File: config.mk
export PLATFORM = sky130hd
export DESIGN_NAME = drra_launch_sequencer
export DESIGN_NICKNAME = d
export VERILOG_FILES = /design/src/rtl/drra_launch_sequencer.sv
export SDC_FILE = /design/constraint.sdc
export NUM_CORES = 1
export LEC_CHECK = 0
export ABC_AREA = 1
export BUFFER_PORTS_ARGS = -buffer_cell sky130_fd_sc_hd__buf_2
export CAP_MARGIN = 10
export CORE_UTILIZATION = 55
export DETAILED_ROUTE_END_ITERATION = 10
export HOLD_SLACK_MARGIN = 0.12
export PLACE_DENSITY = 0.81
export SLEW_MARGIN = 0
export SYNTH_ARGS = -nofsm -noshare
export SYNTH_HDL_FRONTEND = slang
export SYNTH_SLANG_ARGS = --single-unit
export TNS_END_PERCENT = 50
File: constraint.sdc
create_clock -name clk_in -period 6.5 [get_ports clk_in]
set_clock_uncertainty 0.2 [all_clocks]
set_input_delay 0.65 -clock clk_in [delete_from_list [all_inputs] [get_ports clk_in]]
set_output_delay 0.65 -clock clk_in [all_outputs]
set_load 0.05 [all_outputs]
File: src/rtl/drra_launch_sequencer.sv
// DRRA job sequencer: staggered column starts, ret collection, cycle count/timeout, irq and buffer lock.
// Define KTH_SS_SEQ_LOOP_EN to enable multi-pass jobs through the LOOP register at 0x14.
module drra_launch_sequencer #(
  parameter int N_COLS        = 2,
  parameter int CNT_W         = 32,
  parameter int LAUNCH_STRIDE = 1
) (
  input  logic              clk_in,
  input  logic              reset_int,
  input  logic              reg_we,
  input  logic [4:0]        reg_addr,
  input  logic [31:0]       reg_wdata,
  output logic [31:0]       reg_rdata,
  output logic [N_COLS-1:0] col_start,
  input  logic [N_COLS-1:0] col_ret,
  output logic              buf_lock,
  output logic              irq_3,
  output logic              irq_en_3
);
  localparam int GAP_W = (LAUNCH_STRIDE > 1) ? $clog2(LAUNCH_STRIDE) : 1;

  typedef enum logic [1:0] {S_IDLE, S_LAUNCH, S_RUN, S_DONE} state_t;

  state_t             state_q, state_d;
  logic               irq_en_q, irq_en_d;
  logic [N_COLS-1:0]  mask_q, mask_d;
  logic               done_q, done_d, tmo_flag_q, tmo_flag_d, abort_flag_q, abort_flag_d;
  logic [CNT_W-1:0]   cycles_q, cycles_d, tmo_q, tmo_d;
  logic [N_COLS-1:0]  ret_seen_q, ret_seen_d, pend_q, pend_d;
  logic [GAP_W-1:0]   gap_q, gap_d;
  logic               irq_q;
`ifdef KTH_SS_SEQ_LOOP_EN
  logic [7:0]         loop_q, loop_d, iter_q, iter_d;
`endif

  logic               wr_ctrl, wr_mask, wr_stat, wr_tmo;
  logic               start_req, abort_req, busy, active, tmo_hit, more_passes;
  logic [CNT_W-1:0]   cycles_inc;
  logic [N_COLS-1:0]  ret_all, pulse;
  logic               unused_bits;

  assign wr_ctrl   = reg_we && (reg_addr[4:2] == 3'd0);
  assign wr_mask   = reg_we && (reg_addr[4:2] == 3'd1);
  assign wr_stat   = reg_we && (reg_addr[4:2] == 3'd2);
  assign wr_tmo    = reg_we && (reg_addr[4:2] == 3'd4);
  // Abort in the same write as start cancels the start.
  assign start_req = wr_ctrl && reg_wdata[0] && !reg_wdata[1];
  assign abort_req = wr_ctrl && reg_wdata[1];

  assign busy       = (state_q != S_IDLE);
  assign active     = (state_q == S_LAUNCH) || (state_q == S_RUN);
  assign cycles_inc = (&cycles_q) ? cycles_q : cycles_q + CNT_W'(1);
  assign ret_all    = ret_seen_q | col_ret;
  // Compare against the count including this cycle so CYCLES ends equal to TIMEOUT.
  assign tmo_hit    = active && (tmo_q != '0) && (cycles_inc == tmo_q);
  assign pulse      = pend_q & (~pend_q + N_COLS'(1));
  assign col_start  = (state_q == S_LAUNCH && gap_q == '0) ? pulse : '0;
`ifdef KTH_SS_SEQ_LOOP_EN
  assign more_passes = (iter_q != 8'd0);
`else
  assign more_passes = 1'b0;
`endif

  assign buf_lock    = busy;
  assign irq_3       = irq_q;
  assign irq_en_3    = irq_en_q;
  assign unused_bits = ^{reg_wdata, reg_addr[1:0]};

  always_comb begin
    state_d      = state_q;
    irq_en_d     = irq_en_q;
    mask_d       = mask_q;
    done_d       = done_q;
    tmo_flag_d   = tmo_flag_q;
    abort_flag_d = abort_flag_q;
    cycles_d     = cycles_q;
    tmo_d        = tmo_q;
    ret_seen_d   = ret_seen_q;
    pend_d       = pend_q;
    gap_d        = gap_q;
`ifdef KTH_SS_SEQ_LOOP_EN
    loop_d       = loop_q;
    iter_d       = iter_q;
    if (reg_we && reg_addr[4:2] == 3'd5) loop_d = reg_wdata[7:0];
`endif
    if (wr_ctrl) irq_en_d = reg_wdata[2];
    if (wr_mask && !busy) mask_d = reg_wdata[N_COLS-1:0];
    if (wr_tmo) tmo_d = reg_wdata[CNT_W-1:0];
    if (wr_stat) begin
      done_d       = done_q & ~reg_wdata[1];
      tmo_flag_d   = tmo_flag_q & ~reg_wdata[2];
      abort_flag_d = abort_flag_q & ~reg_wdata[3];
    end

    case (state_q)
      S_IDLE: begin
        if (start_req && mask_q != '0) begin
          state_d    = S_LAUNCH;
          cycles_d   = '0;
          ret_seen_d = '0;
          pend_d     = mask_q;
          gap_d      = '0;
`ifdef KTH_SS_SEQ_LOOP_EN
          iter_d     = loop_q;
`endif
        end
      end
      S_LAUNCH, S_RUN: begin
        cycles_d   = cycles_inc;
        ret_seen_d = ret_all;
        if (state_q == S_LAUNCH) begin
          if (gap_q != '0) begin
            gap_d = gap_q - GAP_W'(1);
          end else begin
            pend_d = pend_q & ~pulse;
            gap_d  = GAP_W'(LAUNCH_STRIDE - 1);
            if ((pend_q & ~pulse) == '0) state_d = S_RUN;
          end
        end else if ((ret_all & mask_q) == mask_q) begin
          if (more_passes) begin
            state_d    = S_LAUNCH;
            ret_seen_d = '0;
            pend_d     = mask_q;
            gap_d      = '0;
`ifdef KTH_SS_SEQ_LOOP_EN
            iter_d     = iter_q - 8'd1;
`endif
          end else begin
            state_d = S_DONE;
          end
        end
        if (abort_req) begin
          state_d      = S_IDLE;
          abort_flag_d = 1'b1;
        end else if (tmo_hit) begin
          state_d    = S_IDLE;
          tmo_flag_d = 1'b1;
        end
      end
      S_DONE: begin
        done_d  = 1'b1;
        state_d = S_IDLE;
      end
      default: state_d = S_IDLE;
    endcase
  end

  always_ff @(posedge clk_in) begin
    if (reset_int) begin
      state_q      <= S_IDLE;
      irq_en_q     <= 1'b0;
      mask_q       <= '0;
      done_q       <= 1'b0;
      tmo_flag_q   <= 1'b0;
      abort_flag_q <= 1'b0;
      cycles_q     <= '0;
      tmo_q        <= '0;
      ret_seen_q   <= '0;
      pend_q       <= '0;
      gap_q        <= '0;
      irq_q        <= 1'b0;
`ifdef KTH_SS_SEQ_LOOP_EN
      loop_q       <= '0;
      iter_q       <= '0;
`endif
    end else begin
      state_q      <= state_d;
      irq_en_q     <= irq_en_d;
      mask_q       <= mask_d;
      done_q       <= done_d;
      tmo_flag_q   <= tmo_flag_d;
      abort_flag_q <= abort_flag_d;
      cycles_q     <= cycles_d;
      tmo_q        <= tmo_d;
      ret_seen_q   <= ret_seen_d;
      pend_q       <= pend_d;
      gap_q        <= gap_d;
      irq_q        <= irq_en_q & (done_q | tmo_flag_q | abort_flag_q);
`ifdef KTH_SS_SEQ_LOOP_EN
      loop_q       <= loop_d;
      iter_q       <= iter_d;
`endif
    end
  end

  always_comb begin
    reg_rdata = '0;
    case (reg_addr[4:2])
      3'd0: reg_rdata[2]            = irq_en_q;
      3'd1: reg_rdata[N_COLS-1:0]   = mask_q;
      3'd2: reg_rdata[3:0]          = {abort_flag_q, tmo_flag_q, done_q, busy};
      3'd3: reg_rdata[CNT_W-1:0]    = cycles_q;
      3'd4: reg_rdata[CNT_W-1:0]    = tmo_q;
`ifdef KTH_SS_SEQ_LOOP_EN
      3'd5: reg_rdata[7:0]          = loop_q;
`endif
      default: reg_rdata = '0;
    endcase
  end
endmodule

Word-level counts from Yosys, hierarchy flattened
Index checks and enable logic that the tools add are counted.
- flip-flop bits (word level): 78
- latch bits: 0
- memory bits (writable): 0
- memory bits (read-only): 0
- output and inout port bits: 37
- memories: 0
- add/subtract/negate cells: 3
- $mul: 0
- divide/modulo/power cells: 0
- $lt $le $gt $ge: 0
- equal/unequal tests: 15
- shift-type cells: 0
- muxes and demuxes: 35
- bitwise gates (word level): 16
- reductions and logical operators: 29
- operators by type and width (cell ; count):
    32-bit two-way mux ; 2
    32-bit one-hot mux with 2 select lines ; 1
    28-bit one-hot mux with 2 select lines ; 1
    32-bit by 1-bit adder with 32-bit output, second input constant ; 1
    32-bit == test ; 1
    32-bit AND reduction ; 1
    32-bit nonzero test ; 1
    2-bit two-way mux ; 12
    5-bit inequality test, second input constant ; 3
    1-bit logical AND ; 12
    1-bit two-way mux ; 12
    2-bit one-hot mux with 2 select lines ; 2
    2-bit one-hot mux with 4 select lines ; 1
    4-bit AND reduction ; 2
    2-bit nonzero test ; 4
    2-bit bitwise AND ; 3
    3-bit by 2-bit == test with 1-bit output, second input constant ; 2
    2-bit inequality test, second input constant ; 3
    2-bit one-hot mux with 3 select lines ; 1
    1-bit bitwise AND ; 4
    2-bit == test, second input constant ; 2
    2-bit logical NOT ; 2
    1-bit inverter ; 4
    2-bit inverter ; 2
    other kinds (17) ; 19

Depth between registers and ports, before layout
Gate-level depths: netlist of run 1.
- word-level depth: 12
- depth in mapped cells: 21
- mapped depth without buffers: 21

Worst setup path before layout of run 1
Ideal clock, no wire load.
- kind: input-to-output
- start: in reg_addr[4]
- end: out reg_rdata[10]
- arrival: 2561 ps
- required time: 5650 ps
- setup slack: 3089 ps
- cell stages on the path: 5
- path through: clkbuf_1 nor3_1 inv_1 clkbuf_1 o22ai_1
- cells in the longest elaborated chain, start to end: 2
- ends and longest elaborated chain (what ; RTL line ; source):
    start: declaration ; 11 ; input logic [4:0] reg_addr,
    3-bit == test / 3-bit by 2-bit == test with 1-bit output (equally long branches) ; 188 ; case (reg_addr[4:2])
    28-bit one-hot mux with 2 select lines * ; 188 ;
    end: declaration ; 13 ; output logic [31:0] reg_rdata,
Every way passes the cells marked *; elsewhere a longest branch is shown, timed or not.

Worst setup path in the final report of run 1
- start: reg cycles_q[0]
- end: reg state_q[0]
- cells in the longest elaborated chain, start to end: 7
- ends and longest elaborated chain (what ; RTL line ; source):
    start: declaration ; 28 ; logic [CNT_W-1:0] cycles_q, cycles_d, tmo_q, tmo_d;
    start signal: assignment ; 173 ; cycles_q <= cycles_d;
    32-bit by 1-bit adder with 32-bit output / 32-bit AND reduction (equally long branches) ; 52 ; assign cycles_inc = (&cycles_q) ? cycles_q : cycles_q + CNT_W'(1);
    32-bit two-way mux * ; 52 ;
    32-bit == test * ; 55 ; assign tmo_hit = active && (tmo_q != '0) && (cycles_inc == tmo_q);
    1-bit logical AND * ; 55 ;
    2-bit two-way mux ; 135 ; end else if (tmo_hit) begin
    2-bit two-way mux ; 132 ; if (abort_req) begin
    2-bit one-hot mux with 3 select lines ; 95 ; case (state_q)
    end signal: assignment ; 167 ; state_q <= state_d;
    end: declaration ; 24 ; state_t state_q, state_d;
Marked as above.
A chain may end at the register's enable or synchronous reset.

==> results of run 1 <==
## sequential cells by signal (all words and copies together), names as in the netlist
signal and cells:
cycles_q 32, tmo_q 32, mask_q 2, pend_q 2
ret_seen_q 2, state_q 2, abort_flag_q 1, done_q 1
irq_3 1, irq_en_3 1, tmo_flag_q 1
## cell families after synthesis
kind of cell	count (synthesis)	share of synthesized area (%)
xor+xnor	13	2.396
compound gates	160	17.31
fa+ha+maj	5	1.235
flops	77	30.43
buf+inv	127	9.755
simple gates	464	38.87
## area by class of cell
type / count / share of cell area (%)
clock buffers: 12 / 2.716
clock inverters: 3 / 0.7667
inverters: 96 / 6.309
multi-input cells: 642 / 53.19
flip-flops and latches: 77 / 26.99
well taps: 108 / 2.366
repair buffers: 81 / 7.667
## power by group through the flow
| stage | registers (mW) | clock network [mW] | logic, mW |
|---|---|---|---|
| floorplan | 0.522 | 0 | 0.268 |
| finish | 0.517 | 0.381 | 0.402 |
| global placement | 0.526 | 0 | 0.363 |
| global route | 0.519 | 0.401 | 0.438 |
| CTS | 0.516 | 0.387 | 0.373 |
| detailed placement | 0.527 | 0 | 0.372 |
## path summary, 6_finish.rpt
check	start	to	slack (ns)	depth (start not counted)
setup / recovery	cycles_q[0]	state_q[0]	2.75	18
hold / removal	ret_seen_q[0]	ret_seen_q[0]	0.27	2
setup reg to reg	cycles_q[0]	state_q[0]	2.75	18
hold reg to reg	ret_seen_q[0]	ret_seen_q[0]	0.27	2
## cells in the final DEF (no fill, tap or decap), types with 10 or more instances in the layout
cell and instances:
o21ai_0 49, o22ai_1 25, buf_2 76, nand4_1 10, nor2_1 79, nand2_1 276
a21oi_1 77, clkbuf_8 11, dfxtp_1 77, inv_1 94, nand3_1 68, xor2_1 11
## per-layer routing
layer / vias to the layer above / track usage, % / share of wire [%]
met5: - / 0 / 0
met4: 0 / 11.42 / 2.7
met3: 37 / 4.724 / 9.5
met2: 290 / 55.69 / 45
met1: 2730 / 49.49 / 43
li1: 2851 / - / -
## through the flow
stage          std cells  instance area (um2)  power, mW  worst slack, ns  util (%)
3_5_place_dp        1003                 5485     0.8998            2.873     62.29
4_1_cts             1018                 5684      1.276            2.854     64.55
2_1_floorplan        846                 5066     0.7908            3.089         -
3_3_place_gp        1003                 5485     0.8889            2.943     62.29
5_1_grt             1019                 5712      1.359            2.551     64.86
6_report            1019                 5712      1.299            2.747     64.86
## worst min-delay path, delay by kind of cell (launching register included)
family | cells | cell delay, ns
simple gates | 1 | 0.06
compound gates | 1 | 0.06
flops | 1 | 0.31
==> flow_summary.ini, run 1 <==
[worst_setup_path]
critPathBufInv = 1
crit_path_max_fanout = 52
crit_family = simple AND/OR/NAND/NOR gates
path_cells = ha_1 > inv_2 > nor2_4 > nand2_4 > nor2_8 > nand2_4 > nand2_4 > xor2_2 > nand3_1 > nor2_1 > nand2_1 > nor2_2 > nand2_2 > a21oi_4 > nand2_2 > nand2_1 > nand2_1 > nor2_1
cpMaxStageDelayCell = dfxtp_1
cp-start-kind = flip-flop
max_stage_delay_ns = 0.49
endpoint_kind = flip-flop
setup.worst_path.class = reg -> reg
cp.arrival_ns = 3.84
cp_data_required_time_ns = 6.59

[cts]
cts-resized-gates = 0
cts_tree = built
cts.htree.levels = 3
cts_buffers = 9
ctsHoldBuffers = 0
clock_latency_ns = 0.35
clkTransAtPathRegs_ns = 0.08
clk_path_buf_depth = 2
clkSinkCount = 77
postCtsSetupBuffers = 0
cts-root-buf = clkbuf_8

[global_routing]
grt_max_degree = 65
grt_pass1_vias = 5182
antenna_found_initial = 0
globalRoute.totalOverflow = 0
grt_use_total_pct = 35.20
grt_pass1_wl_um = 26460

[power_and_ir_drop]
vdd_ir_drop_max_mv = 0.3267
netSwitchingPower_uw = 484.9
power_density_nw_per_um2 = 227.5
p_sw_share_pct = 37.32
seqPwrFrac_pct = 39.8
clkPwrFrac_pct = 29.3
cellInternalPower_uw = 814.4
pwr-share-comb_pct = 30.9
leakagePower_nw = 2.452

[sta]
tightest_slew_ns = 1.330
relSlewSlack_pct = 11.13
rsz0062_at_grt = no
slew_viol_final = 0
final_hold_viol_count = 0
final-setup-viol-count = 0
fin_tns_setup_ns = 0
post-route-min-period_ns = 3.753
clock.fmax_mhz = 266.5
holdWs_ns = 0.2741
min_period_over_period_pct = 57.74

[placement]
place_congestion = 0.9241
port_buffers = 76
hpwl_um = 12470

[yosys]
ys_top_cells_by_count = 276 x nand2_1, 94 x inv_1, 80 x nor2_1
syn_inst = 846
ys_types = 36
ys_seq_elements = 77
synth_edf_count = 0
yosys-top-cells-area = dfxtp_1 30%, nand2_1 20%, a21oi_1 7.6%
synth.top_cell.area_share_pct = 30.43
ys_async_sr_fraction_pct = 0
yosysMostFrequentCell = nand2_1
syn_nets = 893
synthesis.area_um2 = 5066
ys_seq_area_share_pct = 30.43
synth_flop_cell = dfxtp_1
synth.avg_cell_area_um2 = 5.988
yosys_warnings = 0
yosys.area.top_type = dfxtp_1

[layout]
drive_gt1_share_pct = 13.50
nets = 954
area_growth_pct = 12.74
multiInputGateArea_um2 = 3038
nFillCells = 878
regArea_um2 = 1541
n_antenna_cell = 0

[die]
fp.dieH_um = 97.98
start_util_pct = 57.53
die_area_um2 = 9599
num_rows = 34
core_region_area_um2 = 8806
ios = 79
die_w_um = 97.98

[detailed_routing]
drc = 1
drtPass1Iterations = 8
via_count = 5908
drtIter0Drc = 628
wire_per_inst_um = 16.63
drt_wl_total_um = 16950
vias_per_cell = 5.798
drtAntennaViolNets = 0

[job]
maxCapViolCount = 0

[hold_path]
min_path_type = reg -> reg

[status]
outcome = finished with violations
violations = DRC
No activity file was read; power rests on OpenSTA's default activity.
==> run 2, diff against run 1 <==
==> constraint.sdc (replaced) <==
create_clock -name clk_in -period 3.5 [get_ports clk_in]
set_clock_uncertainty 0.2 [all_clocks]
set_input_delay 0.35 -clock clk_in [delete_from_list [all_inputs] [get_ports clk_in]]
set_output_delay 0.35 -clock clk_in [all_outputs]
set_load 0.05 [all_outputs]
==> run 2 against run 1 <==
Largest cell class unchanged. Design area is 6.8% higher. Total power grew 92%. Global-route usage rose by 2.8 points. Clock power up 110%. First-iteration DRC count down 6.4%. Combinational power rose by 86%. The flow still finishes with violations (DRC). Final cell count increased by 4.0%. Critical endpoint unchanged. Sequential share of layout area down 1.7 points.
==> flow_summary.ini, run 2 (synthesized netlist as in run 1, its figures left out) <==
[cts]
clock_latency_ns = 0.37
cts_buffers = 9
cts.htree.levels = 3
cts_tree = built
cts-root-buf = clkbuf_8
clkTransAtPathRegs_ns = 0.09
clk_path_buf_depth = 2
postCtsSetupBuffers = 0
clkSinkCount = 77

[worst_setup_path]
critPathBufInv = 2
cp_data_required_time_ns = 3.60
cp.arrival_ns = 3.30
endpoint_kind = flip-flop
max_stage_delay_ns = 0.48
cp-start-kind = flip-flop
crit_family = simple AND/OR/NAND/NOR gates
crit_path_frequent_cell = nand2_1
cpMaxStageDelayCell = dfxtp_1
crit_path_max_fanout = 7
path_cells = inv_1 > nor2_2 > nand2_2 > nor2_1 > nand2_1 > nand2_1 > nand2_1 > nand2_1 > nand2_1 > inv_1 > nand3_1 > nor2_1 > nand2_1 > nor2_1 > nand2_2 > a21oi_4 > nand2_2 > nand2_1 > nand2_1 > nor2_1
setup.worst_path.class = reg -> reg

[global_routing]
grt_pass1_vias = 5646
grt_pass1_wl_um = 28470
antenna_found_initial = 0
grt_max_degree = 65
grt_use_total_pct = 38.04
globalRoute.totalOverflow = 0

[hold_path]
min_path_type = in -> reg

[placement]
port_buffers = 76
hpwl_um = 12830
placed_cells = 1015
place_congestion = 0.9926
place_area_um2 = 5588

[job]
maxCapViolCount = 0

[sta]
post-route-min-period_ns = 3.196
min_period_over_period_pct = 91.31
fin_tns_setup_ns = 0
final-setup-viol-count = 0
holdWs_ns = 0.1367
tightest_slew_ns = 1.003
relSlewSlack_pct = 33.04
rsz0062_at_grt = no
slew_viol_final = 0
clock.fmax_mhz = 312.9
final_hold_viol_count = 0

[layout]
fin_cells = 1060
drive_gt1_share_pct = 14.29
n_antenna_cell = 0
final_cell_mix = 276 x nand2_1, 94 x inv_1, 79 x nor2_1, 77 x a21oi_1, 77 x dfxtp_1
final_common_cell = nand2_1
area_growth_pct = 20.42
final_area_um2 = 6101
nets = 994
nFillCells = 800
top_regs = cycles_q x32, tmo_q x32

[detailed_routing]
drtIter0Drc = 588
drt_wl_total_um = 17610
drtPass1Iterations = 9
drtAntennaViolNets = 0
drc = 1
vias_per_cell = 5.738
via_count = 6082
wire_per_inst_um = 16.62

[power_and_ir_drop]
power_density_nw_per_um2 = 408.9
power_mw = 2.495
leakagePower_nw = 2.634
vdd_ir_drop_max_mv = 0.6026

[status]
outcome = finished with violations
violations = DRC

[die]
num_rows = 34
ios = 79
fp.dieH_um = 97.98
die_w_um = 97.98
core_region_area_um2 = 8806
die_area_um2 = 9599
start_util_pct = 57.53
==> run 2: cell types whose count changed in the layout (fill, tap and decap cells not counted), sizes merged <==
| cell | before | now |
|---|---|---|
| buf | 81 | 92 |
| bufinv | 1 | 2 |
| clkbuf | 12 | 9 |
| clkinv | 2 | 4 |
| clkinvlp | 0 | 1 |
| dlygate4sd3 | 0 | 29 |
==> run 2: worst paths after layout <==
| kind | start | endpoint | slack [ns] | depth (start not counted) |
|---|---|---|---|---|
| setup / recovery | cycles_q[0] | state_q[0] | 0.30 | 20 |
| hold / removal | reg_wdata[20] | tmo_q[20] | 0.14 | 3 |
| setup reg to reg | cycles_q[0] | state_q[0] | 0.30 | 20 |
| hold reg to reg | ret_seen_q[0] | ret_seen_q[0] | 0.27 | 2 |
==> run 2: worst register-to-register path, stage by stage, from the launching register on <==
cell and delay (ns):
dfxtp_1 0.48, inv_1 0.15, nor2_2 0.27, nand2_2 0.19, nor2_1 0.31, nand2_1 0.10, nand2_1 0.14, nand2_1 0.10
nand2_1 0.08, nand2_1 0.06, inv_1 0.04, nand3_1 0.05, nor2_1 0.10, nand2_1 0.12, nor2_1 0.18, nand2_2 0.11
a21oi_4 0.15, nand2_2 0.09, nand2_1 0.06, nand2_1 0.04, nor2_1 0.10
==> run 2: what timing repair did <==
action,in CTS,in global routing
gates resized for setup,0,0
hold buffers,29,0
hold endpoints to repair,32,0
==> run 2: stage by stage <==
step	utilization, %	setup WS (ns)
final	69.28	0.3042
after floorplan	-	0.6894
after global placement	63.46	0.4592
after global routing	69.28	0.09981
after CTS	69.28	0.3881
after detailed placement	63.46	0.4030
==> run 2: area by class of cell <==
type                    count  area [um2]  share of cell area [%]
repair buffers            121       803.3                   13.17
clock inverters             7       98.84                   1.620
clock buffers               9       123.9                   2.030
inverters                  96       360.3                   5.906
multi-input cells         642        3038                   49.79
flip-flops and latches     77        1541                   25.27
well taps                 108       135.1                   2.215
==> run 2: per-layer routing <==
metal | vias to the layer above | GRT usage [%] | share of wire [%]
li1 | 2936 | - | -
met3 | 53 | 7.015 | 11
met2 | 360 | 59.70 | 44
met4 | 0 | 15.85 | 3.8
met5 | - | 0 | 0
met1 | 2733 | 51.36 | 41
==> run 2: where the power goes <==
group	switching, mW	leakage (nW)	internal, mW
Sequential	0.0363	0.624	0.922
Clock	0.382	0.110	0.406
Combinational	0.528	1.90	0.222
